<file path="src/rtl/l2_evict_buffer.sv">
// L2 eviction buffer: captures one dirty line and writes it to memory in beats.
// Define L2_EVICT_FWD_EN to enable forwarding of the held line to L2 misses.
module l2_evict_buffer #(
   parameter int s_offset = 5,
   parameter int s_burst  = 64,
   localparam int s_line  = 8 * (2 ** s_offset)
) (
   input  logic                clk,
   input  logic                rst,
   input  logic                evict_req,
   input  logic [31:0]         evict_addr,
   input  logic [s_line-1:0]   evict_line,
   output logic                evict_ack,
   output logic                busy,
   output logic                done,
   output logic                pmem_write,
   output logic [31:0]         pmem_address,
   output logic [s_burst-1:0]  pmem_wdata,
   input  logic                pmem_resp,
   input  logic [31:0]         chk_addr,
   output logic                fwd_hit,
   output logic [s_line-1:0]   fwd_line
);

   localparam int BEATS = s_line / s_burst;
   localparam int BW    = (BEATS > 1) ? $clog2(BEATS) : 1;
   localparam logic [BW-1:0] LAST = BW'(BEATS - 1);

   typedef enum logic [1:0] {
      IDLE,
      SEND,
      DONE
   } state_t;

   state_t              r_state;
   state_t              w_next;
   logic [BW-1:0]       r_beat;
   logic [s_line-1:0]   r_line;
   logic [31:0]         r_addr;
   logic                w_cap;
   logic                w_adv;
   logic                w_last;

   always_ff @(posedge clk or posedge rst) begin
      if (rst) r_state <= IDLE;
      else     r_state <= w_next;
   end

   always_comb begin
      w_next = r_state;
      w_cap  = 1'b0;
      w_adv  = 1'b0;
      w_last = (r_beat == LAST);
      unique case (r_state)
         IDLE: begin
            if (evict_req) begin
               w_cap  = 1'b1;
               w_next = SEND;
            end
         end
         SEND: begin
            if (pmem_resp) begin
               w_adv = 1'b1;
               if (w_last) w_next = DONE;
            end
         end
         DONE:    w_next = IDLE;
         default: w_next = IDLE;
      endcase
   end

   always_ff @(posedge clk or posedge rst) begin
      if (rst) begin
         r_beat <= '0;
         r_line <= '0;
         r_addr <= '0;
      end else if (w_cap) begin
         r_beat <= '0;
         r_line <= evict_line;
         r_addr <= {evict_addr[31:s_offset], {s_offset{1'b0}}};
      end else if (w_adv) begin
         r_beat <= w_last ? '0 : r_beat + 1'b1;
      end
   end

   // rst gates the ack so it reads 0 while reset is held
   assign evict_ack    = (r_state == IDLE) && evict_req && !rst;
   assign busy         = (r_state != IDLE);
   assign done         = (r_state == DONE);
   assign pmem_write   = (r_state == SEND);
   assign pmem_address = pmem_write ? r_addr : '0;
   assign pmem_wdata   = pmem_write ? r_line[s_burst*r_beat +: s_burst]
                                    : '0;

`ifdef L2_EVICT_FWD_EN
   logic w_match;
   logic w_unused;
   assign w_match  = (chk_addr[31:s_offset] == r_addr[31:s_offset]);
   assign fwd_hit  = busy && w_match;
   assign fwd_line = r_line;
   assign w_unused = ^{chk_addr[s_offset-1:0], r_addr[s_offset-1:0],
                       evict_addr[s_offset-1:0]};
`else
   logic w_unused;
   assign fwd_hit  = 1'b0;
   assign fwd_line = '0;
   assign w_unused = ^{chk_addr, r_addr[s_offset-1:0],
                       evict_addr[s_offset-1:0]};
`endif

endmodule

</file>
<file path="config.mk">
export PLATFORM = sky130hd
export DESIGN_NAME = l2_evict_buffer
export DESIGN_NICKNAME = d
export VERILOG_FILES = /design/src/rtl/l2_evict_buffer.sv
export SDC_FILE = /design/constraint.sdc
export NUM_CORES = 1
export LEC_CHECK = 0
export ABC_AREA = 1
export CAP_MARGIN = 20
export CELL_PAD_IN_SITES_DETAIL_PLACEMENT = 0
export CELL_PAD_IN_SITES_GLOBAL_PLACEMENT = 1
export CORE_AREA = 2 2 263 265
export CTS_BUF_LIST = sky130_fd_sc_hd__clkbuf_8
export DETAILED_ROUTE_END_ITERATION = 10
export DIE_AREA = 0 0 265 267
export PLACE_DENSITY = 0.73
export SETUP_SLACK_MARGIN = 0.5
export SKIP_CTS_REPAIR_TIMING = 1
export SLEW_MARGIN = 20
export SYNTH_ARGS = -nofsm -noshare
export SYNTH_HDL_FRONTEND = slang
export SYNTH_SLANG_ARGS = --single-unit
</file>
<file path="constraint.sdc">
create_clock -name clk -period 12.85 [get_ports clk]
set_input_delay 1.9275 -clock clk [delete_from_list [all_inputs] [get_ports clk]]
set_output_delay 1.9275 -clock clk [all_outputs]
set_load 0.005 [all_outputs]
</file>
After elaboration in Yosys (flattened, before gate mapping)
Index checks and enable logic that the tools add are counted.
{"block": "word_totals", "latch_bits": 0, "ff_bits": 287, "memories": 0, "out_inout_bits": 357, "mem_bits_rw": 0, "elab_cells": 32, "mem_bits_ro": 0}
{"block": "op_classes", "n_eq_ne": 6, "shifts": 1, "magnitude_cmp": 0, "mux": 13, "addsub": 1, "reduce_logical": 7, "div": 0, "multipliers": 0, "bitwise_logic": 0}
{"operator": "indexed part select 256 x 9 -> 64 bit", "count": 1}
{"operator": "2-to-1 mux 64 bit", "count": 1}
{"operator": "2-to-1 mux 32 bit", "count": 1}
{"operator": "2-to-1 mux 2 bit", "count": 6}
{"operator": "equality test 2 bit (second input constant)", "count": 2}
{"operator": "2-to-1 mux 1 bit", "count": 4}
{"operator": "inequality test 2 x 1 -> 1 bit (second input constant)", "count": 2}
{"operator": "case mux 2 bit (2 select lines)", "count": 1}
{"operator": "nonzero test 2 bit", "count": 2}
{"operator": "AND reduction 3 bit", "count": 1}
{"operator": "adder 2 x 1 -> 2 bit (second input constant)", "count": 1}
{"operator": "equality test 2 x 1 -> 1 bit (second input constant)", "count": 1}
{"operator": "logical AND 1 bit", "count": 2}
{"operator": "logical NOT 2 bit", "count": 1}
{"operator": "inequality test 2 bit (second input constant)", "count": 1}
{"operator": "logical NOT 1 bit", "count": 1}

Logic depth before layout (Yosys ltp)
Gate-level depths: netlist of run 1.
{"block": "depth", "word_depth": 4, "ltp_mapped": 7}

Least setup slack after synthesis of run 1
No wires, ideal clock.
{"block": "synth_path", "kind": "input to output", "from": "input evict_req", "to": "output evict_ack", "path_slack_ns": 8.398, "required_ns": 10.922, "cell_stages": 5, "arrival_time_ns": 2.525, "cell_sequence": "nand2_1 -> buf_6 -> buf_6 -> buf_4 -> nor2_1"}
{"block": "synth_between", "elab_chain_len": 2}
{"item": "start: declaration", "line_no": "10", "source": "input logic evict_req,"}
{"item": "logical AND 1 bit (2 in series)", "line_no": "87", "source": "assign evict_ack = (r_state == IDLE) && evict_req && !rst;"}
{"item": "end: declaration", "line_no": "13", "source": "output logic evict_ack,"}
Every way passes these cells.

Worst setup path in the final report of run 1
{"block": "layout_path", "from": "register r_beat[0]", "to": "output pmem_wdata[56]"}
{"block": "layout_between", "elab_chain_len": 2}
{"item": "start: declaration", "line_no": "37", "source": "logic [BW-1:0] r_beat;"}
{"item": "start signal: assignment", "line_no": "82", "source": "r_beat <= w_last ? '0 : r_beat + 1'b1;"}
{"item": "indexed part select 256 x 9 -> 64 bit", "line_no": "92", "source": "assign pmem_wdata = pmem_write ? r_line[s_burst*r_beat +: s_burst]"}
{"item": "2-to-1 mux 64 bit", "line_no": "92"}
{"item": "end: declaration", "line_no": "18", "source": "output logic [s_burst-1:0] pmem_wdata,"}
Every way passes these cells.

==> results of run 1 <==
[state kept, by name, indices dropped and copies added, names as in the netlist]
register / cells
r_line: 256
r_beat: 2
r_state: 2
r_addr: 27
[cell usage after synthesis (12+ instances only)]
library cell / number / area [µm²]
dfrtp_1: 287 / 7180
inv_1: 290 / 1090
buf_2: 43 / 215
a21oi_1: 347 / 1740
nand2_1: 263 / 987
buf_1: 12 / 45.0
buf_4: 267 / 2000
nor2_1: 314 / 1180
clkbuf_1: 26 / 97.6
buf_6: 28 / 315
nand3_1: 131 / 656
[cells by family (layout without fill, tap and decap cells)]
kind of cell             Yosys count  after routing  share of synthesized area
AO/OA/AOI/OAI                    348            348                      0.112
other                              1            265                   0.000241
adder cells (fa/ha/maj)            1              1                   0.000805
buffers and inverters            667            779                      0.243
AND/OR/NAND/NOR                  709            709                      0.182
flip-flops                       287            287                      0.462
[critical path, cell delays in order (launching register included)]
cell and delay, ns:
dfrtp_4 0.68, inv_4 0.60, buf_4 0.77, nand2_1 0.19
nand3_1 0.18, a21oi_1 0.09, clkdlybuf4s50_1 0.52
[stage by stage]
step / setup slack, ns / instances / total power, mW / utilization
3_5_place_dp: 7.36 / 3174 / 3.62 / 0.278
4_1_cts: 6.96 / 3268 / 4.54 / 0.293
6_report: 7.20 / 3271 / 4.43 / 0.293
2_1_floorplan: 3.00 / 2274 / 2.73 / -
3_3_place_gp: 7.35 / 3174 / 3.59 / 0.278
5_1_grt: 6.90 / 3270 / 4.83 / 0.293
[power by group]
group          switching [mW]  internal, mW
Clock                   0.418         0.459
Sequential              0.139          1.32
Combinational            1.19         0.908
Total                    1.74          2.69
[final timing paths]
kind,start,endpoint,cells past startpoint
setup / recovery,r_beat[0],pmem_wdata[56],6
hold / removal,r_line[92],r_line[92],2
setup reg to reg,r_state[0],r_line[62],6
hold reg to reg,r_line[92],r_line[92],2
max in group asynchronous,rst,r_line[136],4
min in group asynchronous,rst,r_line[164],2
[final cells by class]
type                    instances  share of cell area
diodes                          3            0.000376
clock buffers                  66              0.0455
clock inverters                28             0.00608
inverters                     291              0.0553
multi-input cells            1320               0.280
flip-flops and latches        287               0.360
well taps                     882              0.0553
repair buffers                394               0.197
[per-layer routing]
metal	track usage	vias to the layer above
met5	0	-
met4	0.0374	16
met3	0.0397	87
met2	0.210	372
met1	0.162	5826
li1	-	6321
==> run metrics, run 1 <==
status=complete, no violations; routed vias/inst=between 3 and 4; CTS tree=built; IR drop worst, VDD=about 0.11 mV; Placed Area=about 19,000 µm²; WL per Instance=14.5 µm; Pleak=10.0 nW; vias in the first global route=12.0k; H-Tree Depth=2; commonest non-fill, non-tap cell in the layout=clkdlybuf4s50_1; initial antenna violation count=11; startpoint types=flop; Seq. cell area=between 7000 and 8000 µm²; Finish-stage setup viols=0; Post-synth EDFFs=0; Worst setup EP type=output port; largest net degree at the start of global routing=around 220; Seq/Total Area, Yosys=0.462; final wirelength=around 47 mm; Final Critical Period=approximately 5.7 ns; Final #Nets=2,675; met1 WL=just over 20 mm; clock root cell=clkbuf_8; footprint of the multi-input gates=approximately 5600 µm²; met3 wire length=approximately 3.3 mm; Rows=96; share of layout cells above drive strength 1=0.0386; Max Fclk=177 MHz; cells after synthesis=slightly above 2k; unrepaired setup endpoints after global routing=no; hpwl dp=31.2 mm; Syn Std Cell Area=roughly 16,000 µm²; Pwr Density=about 220 nW/µm²; metal2 WL=~22 mm; post-route DRC violation count=0; Clock Tree Buf Depth=3; Top Metal Used=met5; Worst-Margin Slew=between 1 and 1.5 ns; Clock transition at path regs=approximately 0.050 ns; Final Cycle Share=0.440; hold slack=0.504 ns; core area=slightly below 70,000 µm²; Setup TNS=0 ns; Worst Path Max Fanout=67; commonest cells after routing, fill and taps aside=381 x clkdlybuf4s50_1, 347 x a21oi_1, 314 x nor2_1; drt first-iter violations=between 600 and 700; worst endpoint data arrival time=about 3.7 ns; Fin. Hold Viols=0; Sink Count=approximately 290; Area growth syn-to-layout=28.4%; HP Class=reg -> reg; Rel. slew slack=0.299; initial cell density of the core=0.229; Async SR Flop Fraction=1.00; Final Cell Area=around 20,000 µm²; GRT Util Overall=0.128; #FFs+latches synth=approximately 290; routed via count=12.6k; worst-skew pair later-pin latency=0.63 ns; First-pass DRT Iterations=4; reg2reg setup slack=approximately 9.8 ns; DRT antenna net count=0; total global routing overflow=0; kind of critical path=reg -> out; wire length of the first global-routing pass=around 70 mm; final number of max-transition violations=0; Clock Skew=about 0.022 ns; DIE AREA=just over 70,000 µm²; commonest register cell after synthesis=dfrtp_1; Synth Warn #=0; die height=about 270 µm; fillcell total=between 7k and 8k; synth unique cells=16; TritonCTS buffer count=56; Port Buf Inserts=~380; Die X-Extent=~270 µm; Synth Area per Inst=just under 8 µm²; CP required=10.92 ns; routability congestion estimate=~0.77; total of max-cap violations=0; top-level port count=just under 700
Power figures use the tool's default switching activity.
==> inputs of run 2 (changes only) <==
==> constraint.sdc (replaced) <==
create_clock -name clk -period 5.8 [get_ports clk]
set_input_delay 0.87 -clock clk [delete_from_list [all_inputs] [get_ports clk]]
set_output_delay 0.87 -clock clk [all_outputs]
set_load 0.005 [all_outputs]
==> run 2 against run 1 <==
  * Non-clock buffer count grew 4
  * Total power rose by 130%
  * Combinational power is 120% higher
  * First-iteration DRC count up 4.6%
  * Final area is 1.1% higher
  * Critical path depth is 1 lower
  * Register-to-register slack lost 6.6 ns
  * Global-route usage is 0.099 points lower
  * Hold slack gained 0.0036 ns
==> run metrics, run 2 (synthesized netlist as in run 1, its figures left out) <==
status=complete, no violations; largest net degree at the start of global routing=approximately 240; hpwl dp=slightly above 30 mm; IR drop worst, VDD=around 0.24 mV; routed via count=12.7k; Clock transition at path regs=roughly 0.060 ns; Internal=between 6 and 7 mW; Worst setup EP type=output port; initial antenna violation count=11; kind of critical path=reg -> out; Pwr Density=between 400 and 500 nW/µm²; final number of max-transition violations=0; Area growth syn-to-layout=29.8%; Final #Nets=about 2.7k; die height=between 200 and 300 µm; initial cell density of the core=0.229; GRT Util Overall=0.127; worst endpoint data arrival time=3.27 ns; commonest cells after routing, fill and taps aside=381 x clkdlybuf4s50_1, 347 x a21oi_1, 314 x nor2_1; top-level port count=between 600 and 700; reg2reg setup slack=about 3.2 ns; WL per Instance=between 10 and 15 µm; Clk pwr share=0.215; CTS tree=built; First-pass DRT Iterations=4; Port Buf Inserts=roughly 380; DRT antenna net count=0; Rel. slew slack=0.244; fillcell total=around 7.4k; Fin. Hold Viols=0; Clock Skew=0.0120 ns; CP bufs+invs=3; sequential share of power=0.318; CP required=approximately 5 ns; core area=roughly 70,000 µm²; crit-path leading delay family=buffers and inverters; worst-skew pair later-pin latency=around 0.63 ns; slowest stage delay, CP=0.70 ns; Finish-stage setup viols=0; Pleak=between 10 and 15 nW; Rows=96; vias in the first global route=~12k; unrepaired setup endpoints after global routing=no; total of max-cap violations=0; Clock Tree Buf Depth=3; Sink Count=roughly 290; TritonCTS buffer count=58; total global routing overflow=0; Max Fclk=around 240 MHz; wire length of the first global-routing pass=70.3 mm; CP cell instances=clkinv_2 -> buf_4 -> nand3_1 -> a21oi_1 -> clkdlybuf4s50_1; final wirelength=approximately 47 mm; clock root cell=clkbuf_8; Worst-Margin Slew=1.13 ns; biggest regs=r_line x256, r_addr x27; commonest non-fill, non-tap cell in the layout=clkdlybuf4s50_1; drt first-iter violations=about 660; Worst Path Max Fanout=48; Die X-Extent=265 µm; post-route DRC violation count=0; setup ws final=roughly 1.7 ns; Largest Register=r_line; net load switching power=3.89 mW; HP Class=reg -> reg; Final Util=0.297; max reg flops=between 200 and 300; routability congestion estimate=0.762; Final Critical Period=~4.1 ns; Final Cycle Share=0.714; Critical-path top delay cell=dfrtp_4; Setup TNS=0 ns; switch share=0.387; pre-CTS WS=roughly 2.2 ns; H-Tree Depth=2; startpoint types=flop; DIE AREA=approximately 71,000 µm²; routed vias/inst=3.87; share of layout cells above drive strength 1=0.0459; combinational share of power=0.467
==> run 2: worst min-delay path, cell delays in order, from the launching register on <==
cell and delay, ns:
dfrtp_1 0.32, inv_1 0.05, a21oi_1 0.10
==> run 2: metrics by stage <==
stage               power (mW)  hold slack [ns]  cells  instance area, µm²
global route              11.0            0.520   3282               20200
CTS                       10.3            0.513   3281               20200
floorplan                 6.05            0.481   2274               16500
finish                    10.1            0.507   3283               20200
global placement          7.98            0.489   3178               19000
detailed placement        8.05            0.500   3178               19000
==> run 2: worst paths after layout <==
path | from | depth (start not counted) | to
setup / recovery | r_beat[1] | 5 | pmem_wdata[56]
hold / removal | r_line[13] | 2 | r_line[13]
setup reg to reg | r_state[0] | 5 | r_line[80]
hold reg to reg | r_line[13] | 2 | r_line[13]
max in group asynchronous | rst | 3 | r_line[71]
min in group asynchronous | rst | 2 | r_line[229]
==> run 2: power groups by stage <==
stage / sequential (mW) / combinational (mW) / clock, mW
4_1_cts: 3.21 / 4.84 / 2.27
3_5_place_dp: 3.24 / 4.81 / 0
5_1_grt: 3.30 / 5.32 / 2.36
6_report: 3.20 / 4.70 / 2.16
3_3_place_gp: 3.21 / 4.77 / 0
2_1_floorplan: 3.15 / 2.90 / 0
==> run 2: layout make-up <==
class / count / area (µm²) / area share
antenna: 2 / 5.00 / 0.000248
clock buffer: 73 / 1000 / 0.0498
clock inverter: 30 / 194 / 0.00962
inverter: 291 / 1100 / 0.0545
multi-input combinational: 1320 / 5580 / 0.277
sequential: 287 / 7190 / 0.356
tap: 882 / 1100 / 0.0547
timing repair buffer: 398 / 3990 / 0.198
==> run 2: per-layer routing <==
metal  share of wire  GRT usage
met3           0.070     0.0363
met4           0.023     0.0388
met1            0.43      0.161
met5          0.0022          0
met2            0.48      0.210
